### src/rtl/uart_tx.sv
// UART 8N1-style serial transmitter with valid/ready byte input and registered line output.
// Optional parity bit enabled by defining UART_TX_PARITY_EN (even/odd selected by PARITY_ODD).
module uart_tx #(
  parameter int CLK_FREQ   = 50_000_000,
  parameter int BAUD       = 115_200,
  parameter int DATA_BITS  = 8,
  parameter int STOP_BITS  = 1,
  parameter int PARITY_ODD = 0
) (
  input  logic                 clk,
  input  logic                 rst_n,
  input  logic [DATA_BITS-1:0] tx_data,
  input  logic                 tx_valid,
  output logic                 tx_ready,
  output logic                 tx,
  output logic                 tx_busy,
  output logic                 tx_done
);

  localparam int DIV = CLK_FREQ / BAUD;
  localparam int CW  = (DIV > 1) ? $clog2(DIV) : 1;
  localparam int BW  = $clog2(DATA_BITS + 1);

  localparam logic [CW-1:0] CNT_LAST  = CW'(DIV - 1);
  localparam logic [BW-1:0] DATA_LAST = BW'(DATA_BITS - 1);
  localparam logic [BW-1:0] STOP_LAST = BW'(STOP_BITS - 1);

  if (DIV < 2) begin : g_chk_div
    $error("uart_tx: CLK_FREQ/BAUD must be >= 2");
  end
  if (DATA_BITS < 5 || DATA_BITS > 9) begin : g_chk_data
    $error("uart_tx: DATA_BITS must be 5..9");
  end
  if (STOP_BITS < 1 || STOP_BITS > 2) begin : g_chk_stop
    $error("uart_tx: STOP_BITS must be 1 or 2");
  end
  if (PARITY_ODD != 0 && PARITY_ODD != 1) begin : g_chk_par
    $error("uart_tx: PARITY_ODD must be 0 or 1");
  end

  typedef enum logic [2:0] {
    S_IDLE,
    S_START,
    S_DATA,
`ifdef UART_TX_PARITY_EN
    S_PARITY,
`endif
    S_STOP
  } state_e;

  state_e                 state_q, state_d;
  logic [CW-1:0]          cnt_q, cnt_d;
  logic [BW-1:0]          bit_q, bit_d;
  logic [DATA_BITS-1:0]   shreg_q, shreg_d;
  logic                   tx_q, tx_d;
  logic                   ready_q, ready_d;
  logic                   busy_q, busy_d;
  logic                   done_q, done_d;
  logic                   baud_end;
`ifdef UART_TX_PARITY_EN
  logic                   par_q, par_d;
`endif

  assign baud_end = (cnt_q == CNT_LAST);

  always_ff @(posedge clk) begin
    if (!rst_n) begin
      state_q <= S_IDLE;
      cnt_q   <= '0;
      bit_q   <= '0;
      shreg_q <= '0;
      tx_q    <= 1'b1;
      ready_q <= 1'b0;
      busy_q  <= 1'b0;
      done_q  <= 1'b0;
`ifdef UART_TX_PARITY_EN
      par_q   <= 1'b0;
`endif
    end else begin
      state_q <= state_d;
      cnt_q   <= cnt_d;
      bit_q   <= bit_d;
      shreg_q <= shreg_d;
      tx_q    <= tx_d;
      ready_q <= ready_d;
      busy_q  <= busy_d;
      done_q  <= done_d;
`ifdef UART_TX_PARITY_EN
      par_q   <= par_d;
`endif
    end
  end

  // bit_q counts data bits in S_DATA and stop bits in S_STOP.
  always_comb begin
    state_d = state_q;
    cnt_d   = cnt_q + CW'(1);
    bit_d   = bit_q;
    shreg_d = shreg_q;
`ifdef UART_TX_PARITY_EN
    par_d   = par_q;
`endif
    case (state_q)
      S_IDLE: begin
        cnt_d = '0;
        bit_d = '0;
        if (tx_valid && ready_q) begin
          state_d = S_START;
          shreg_d = tx_data;
`ifdef UART_TX_PARITY_EN
          par_d   = (^tx_data) ^ (PARITY_ODD != 0);
`endif
        end
      end
      S_START: begin
        if (baud_end) begin
          state_d = S_DATA;
          cnt_d   = '0;
          bit_d   = '0;
        end
      end
      S_DATA: begin
        if (baud_end) begin
          cnt_d   = '0;
          shreg_d = shreg_q >> 1;
          if (bit_q == DATA_LAST) begin
            bit_d   = '0;
`ifdef UART_TX_PARITY_EN
            state_d = S_PARITY;
`else
            state_d = S_STOP;
`endif
          end else begin
            bit_d = bit_q + BW'(1);
          end
        end
      end
`ifdef UART_TX_PARITY_EN
      S_PARITY: begin
        if (baud_end) begin
          state_d = S_STOP;
          cnt_d   = '0;
          bit_d   = '0;
        end
      end
`endif
      S_STOP: begin
        if (baud_end) begin
          cnt_d = '0;
          if (bit_q == STOP_LAST) begin
            state_d = S_IDLE;
            bit_d   = '0;
          end else begin
            bit_d = bit_q + BW'(1);
          end
        end
      end
      default: begin
        state_d = S_IDLE;
        cnt_d   = '0;
        bit_d   = '0;
      end
    endcase
  end

  // Outputs are decoded from the next state so that they register in step with it.
  always_comb begin
    tx_d    = 1'b1;
    ready_d = 1'b0;
    busy_d  = 1'b1;
    done_d  = 1'b0;
    case (state_d)
      S_IDLE: begin
        ready_d = 1'b1;
        busy_d  = 1'b0;
      end
      S_START:  tx_d = 1'b0;
      S_DATA:   tx_d = shreg_d[0];
`ifdef UART_TX_PARITY_EN
      S_PARITY: tx_d = par_q;
`endif
      S_STOP:   done_d = (cnt_d == CNT_LAST) && (bit_d == STOP_LAST);
      default: begin
        ready_d = 1'b0;
        busy_d  = 1'b0;
      end
    endcase
  end

  assign tx       = tx_q;
  assign tx_ready = ready_q;
  assign tx_busy  = busy_q;
  assign tx_done  = done_q;

endmodule

### config.mk
export PLATFORM = sky130hd
export DESIGN_NAME = uart_tx
export DESIGN_NICKNAME = d
export VERILOG_FILES = /design/src/rtl/uart_tx.sv
export SDC_FILE = /design/constraint.sdc
export NUM_CORES = 1
export LEC_CHECK = 0
export CORE_MARGIN = 3
export CORE_UTILIZATION = 50
export DETAILED_ROUTE_END_ITERATION = 12
export PLACE_DENSITY_LB_ADDON = 0.25
export SLEW_MARGIN = 20
export SYNTH_ARGS = -nofsm -noshare
export SYNTH_HDL_FRONTEND = slang
export SYNTH_SLANG_ARGS = --single-unit
### constraint.sdc
create_clock -name clk -period 1.9 [get_ports clk]
set_clock_uncertainty 0.05 [all_clocks]
set_input_delay 0.38 -clock clk [delete_from_list [all_inputs] [get_ports clk]]
set_output_delay 0.38 -clock clk [all_outputs]
set_load 0.1 [all_outputs]
=== Yosys cells after proc, flatten, opt, wreduce, memory -nomap -nowiden ===
Index checks and enable logic that the tools add are counted.

* Register bits after elaboration: 28
* Input port bits: 11
* Output and inout bits: 4

* Add/subtract/negate cells: 2
* Equality and inequality tests: 11
* Mux-type cells: 21
* Reduce and logical (&&, ||, !) cells: 11

{| class="wikitable"
|+ Operator list
! cell !! number
|-
| $mux W4 || 5
|-
| $eq A9 B9 Y1 const B || 2
|-
| $mux W3 || 6
|-
| $mux W9 || 2
|-
| $mux W8 || 2
|-
| $pmux W8 S2 || 1
|-
| $eq A3 B2 Y1 const B || 4
|-
| $pmux W3 S4 || 1
|-
| $pmux W4 S3 || 1
|-
| $add A9 B1 Y9 const B || 1
|-
| $logic_not A4 Y1 || 2
|-
| $eq A3 B1 Y1 const B || 2
|-
| $logic_not A3 Y1 || 2
|-
| $reduce_or A3 Y1 || 2
|-
| $add A4 B1 Y4 const B || 1
|-
| $eq A4 B3 Y1 const B || 1
|-
| $ne A2 B2 Y1 const B || 2
|-
| $reduce_and A3 Y1 || 1
|-
| $logic_and A1 B1 Y1 || 2
|-
| $mux W1 || 2
|-
| $pmux W1 S2 || 1
|-
| $reduce_and A2 Y1 || 1
|-
| $reduce_bool A2 Y1 || 1
|}

=== Longest topological paths before layout ===
* Depth after elaboration: 7
* Mapped depth: 9
* Gate-level depth less buffers: 7

=== Worst setup path after synthesis ===
OpenSTA, ideal clock, no wires.

* Path kind: reg2reg
* Start point: register ready_q, in the netlist tx_ready
* End point: register done_q, in the netlist tx_done
* Library setup time: 0.112 ns
* Arrival time: 2.062 ns
* Path slack: -0.324 ns
* Stages on the path, launching flop included: 6
* Path buffers: 0
* Path through: dfxtp_1 > nand2_1 > nor3_2 > a2111o_2 > o2111ai_1 > a2111oi_1

* Word-level cells in the longest chain between the ends: 5

{| class="wikitable"
|+ Ends and longest elaborated chain
! what !! RTL line !! RTL
|-
| start: declaration || 56 || <nowiki>logic ready_q, ready_d;</nowiki>
|-
| start signal: assignment || 85 || <nowiki>ready_q <= ready_d;</nowiki>
|-
| $logic_and A1 B1 Y1 || 107 || <nowiki>if (tx_valid && ready_q) begin</nowiki>
|-
| $mux W3 || 107 ||
|-
| $pmux W3 S4 || 103 || <nowiki>case (state_q)</nowiki>
|-
| $eq A3 B2 Y1 || 172 || <nowiki>case (state_d)</nowiki>
|-
| $reduce_and A2 Y1 (no line) || n/a ||
|-
| end signal: assignment || 87 || <nowiki>done_q <= done_d;</nowiki>
|-
| end: declaration || 58 || <nowiki>logic done_q, done_d;</nowiki>
|}

No other way between the ends.
A chain may end at the register's enable or synchronous reset.

=== Worst setup path in the final report ===
* Start point: register cnt_q[0]
* End point: register tx_q, in the netlist tx

* Word-level cells in the longest chain between the ends: 5

{| class="wikitable"
|+ Ends and longest elaborated chain
! what !! RTL line !! RTL
|-
| start: declaration || 52 || <nowiki>logic [CW-1:0] cnt_q, cnt_d;</nowiki>
|-
| start signal: assignment || 81 || <nowiki>cnt_q <= cnt_d;</nowiki>
|-
| $eq A9 B9 Y1 (*) || 64 || <nowiki>assign baud_end = (cnt_q == CNT_LAST);</nowiki>
|-
| $mux W3, on equally long branches || 148, 116, 123 ||
|-
| $pmux W3 S4 || 103 ||
|-
| $eq A3 B2 Y1 or $eq A3 B1 Y1 (tied branches) || 172 ||
|-
| $pmux W1 S2 (*) || 172 ||
|-
| end signal: assignment || 84 || <nowiki>tx_q <= tx_d;</nowiki>
|-
| end: declaration || 55 || <nowiki>logic tx_q, tx_d;</nowiki>
|}

Mark *: on every way between the ends. The rest lies on a longest branch, timed or not. The select of a mux whose other input is x is not followed.

==> results.cfg <==
[status]
status = finished, final reports clean

[logic_synthesis]
yosys_warnings = 0
ys_top_cells_by_area = dfxtp_1, and2_1, a21boi_0
yosysTopAreaCell = dfxtp_1
synthFlopType = dfxtp_1
yosysSeqAreaShare_pct = 38.5
synthCells = 166
synth_edf_count = 0
synth_area_um2 = 1460
synth_seq_cells = 28
synth_top_area_share_pct = 38.5
synthArstFlopShare_pct = 0
syn_avg_cell_area_um2 = 8.77
syn_nets = 181
synth_cell_types = 51

[setup_path]
cp_slowest_cell = a2111o_2
cp_slowest_stage_delay_ns = 0.48
ff2ff_setup_slack_ns = 0.03
r2r_start = cnt_q[0]$_SDFF_PN0_
end_kind = flip-flop
cp_top_family = simple AND/OR/NAND/NOR gates
startpoint_type = flip-flop
crit_buf_inv = 0
required_ns = 2.09
cp_cell_sequence = ha_4, nand4bb_1, or2_4, a2111o_2, nor3b_2, o21ai_1
crit_arrival_ns = 2.06
path_class = reg2reg
crit_fanout = 5
crit_path_start = cnt_q[0]$_SDFF_PN0_

[global_route]
antenna_found_initial = 0
grt_pass1_wl_mm = 5.57
grt-ovfl-total = 0
grt_max_degree = 17
groute.usage.overall_pct = 20.4
grt_pass1_vias = 1282

[cts]
clock_latency_ns = 0.33
cts_tree = done
htree_levels = 1
cts_inserted_buffers = 3
postCtsHoldBufs = 0
clock_path_buffers = 2
path_clk_slew_ns = 0.15
cts_root_buf = clkbuf_4
numClockSinks = 28

[timing]
clock.fmax_mhz = 534
setup_viol = 0
period_needed_ns = 1.87
final-max-slew-violation-count = 0
rsz0062_at_grt = yes
finalCritPeriodShare_pct = 98.5
hold_viol = 0

[placed_design]
gp_congestion = 0.899
dpl.cell_count = 228
io_buffer_count = 14
dp_hpwl_mm = 2.50

[detailed_routing]
vias = 1345
top_layer = met4
wl_met3_um = 116
antenna_left = 0
drt_first_pass_iters = 4
drc_errors = 0
drtIter0Drc = 58
wl_met2_mm = 1.73
wirelength_mm = 3.46
wl_met1_mm = 1.56
avgRoutedWirePerCell_um = 14.9
vias_per_cell = 5.80

[run]
cap_violations = 0

[final_layout]
final_common_cell = buf_4
num_antenna_cells = 0
final_nets = 219
post_layout_nonfiller_instances = 232
fin_util_pct = 74.9
area_growth_pct = 34.4
drive_gt1_share_pct = 33.2
final_cell_mix = buf_4, dfxtp_1, nor2_1

[power_and_ir_drop]
leakage_nw = 0.749
ir_worst_vdd_v = 0.000401
total_power_mw = 0.964
power_density_nw_per_um2 = 493

[floorplanning]
rows = 18
io_pins = 15
die-area_um2 = 3600
die_h_um = 60.0
initial_core_util_pct = 55.7
die_width_um = 60.0
core_um2 = 2610

[worst_hold_path]
hp-class = reg2reg
min-delay-start = shreg_q[3]$_SDFFE_PN0P_
[synthesized netlist by cell type, types with 2 or more instances]
library cell / number
nor2b_1: 4
inv_1: 9
a21boi_0: 8
o41ai_1: 2
nor3b_1: 2
nor3_1: 2
nand2_1: 14
a22oi_1: 7
xnor2_1: 4
ha_1: 4
o21ai_0: 2
nor4bb_1: 2
nor2_1: 16
and3_1: 4
and2_1: 10
a21oi_1: 5
nand2b_1: 3
dfxtp_1: 28
nand3_1: 6
buf_2: 2
xor2_1: 2
[worst reg2reg max path: cells and delay by family, from the launching register on]
kind | cells | cell delay (ns)
fa+ha+maj | 1 | 0.13
flops | 1 | 0.40
simple gates | 3 | 0.64
compound gates | 2 | 0.57
[final timing paths]
path | end | depth (start not counted)
min | shreg_q[3]$_SDFFE_PN0P_ | 2
min reg2reg | shreg_q[3]$_SDFFE_PN0P_ | 2
max | tx$_SDFF_PN1_ | 6
max reg2reg | tx$_SDFF_PN1_ | 6
[stage by stage]
stage	TNS (ns)	worst slack (ns)	hold WS [ns]	instance area (um2)
global route	-0.159	-0.0652	0.463	1960
detailed placement	0	0.00423	0.411	1800
finish	0	0.0279	0.426	1960
CTS	0	0.00467	0.430	1830
floorplan	-0.0299	-0.0174	0.388	1460
global placement	0	0.0398	0.400	1800
[report_power, final]
group,internal (mW),total [mW],leakage (nW),switching [mW]
Sequential,0.598,0.606,0.230,0.00788
Combinational,0.0539,0.111,0.504,0.0574
Clock,0.0746,0.247,0.0138,0.173
Total,0.726,0.964,0.749,0.238
[state kept, by name, indices dropped and copies added, names as in the netlist]
signal	flops
bit_q	4
cnt_q	9
shreg_q	8
state_q	3
tx	1
tx_busy	1
tx_done	1
tx_ready	1
[layout make-up]
| class | instances | area [um2] |
|---|---|---|
| Multi-Input combinational cell | 124 | 952 |
| Sequential cell | 28 | 572 |
| Tap cell | 30 | 37.5 |
| Fill cell | 193 | 656 |
| Timing Repair Buffer | 38 | 339 |
| Clock buffer | 3 | 22.5 |
| Inverter | 9 | 33.8 |
[per-layer routing]
metal	track usage, %	vias up
met5	0	-
met3	4.10	9
li1	-	663
met4	6.96	0
met2	35.6	31
met1	24.5	642
[cell families (layout without fill, tap and decap cells)]
logic type	after synthesis	after routing	share of synthesized area, %
and+or+nand+nor	74	74	28.6
other	1	1	0.257
DFF	28	28	38.5
AOI/OAI and AO/OA	39	39	21.0
buffers and inverters	14	50	4.55
adders and majority gates	4	4	3.44
xor gates and xnor gates	6	6	3.61
[timing repair]
item	CTS	global route
endpoints found under the setup margin	1	5
hold endpoints to repair	0	0
setup buffers	0	1
gates resized for setup	3	28
pin swaps	0	9
(Power assumes the default switching activity.)
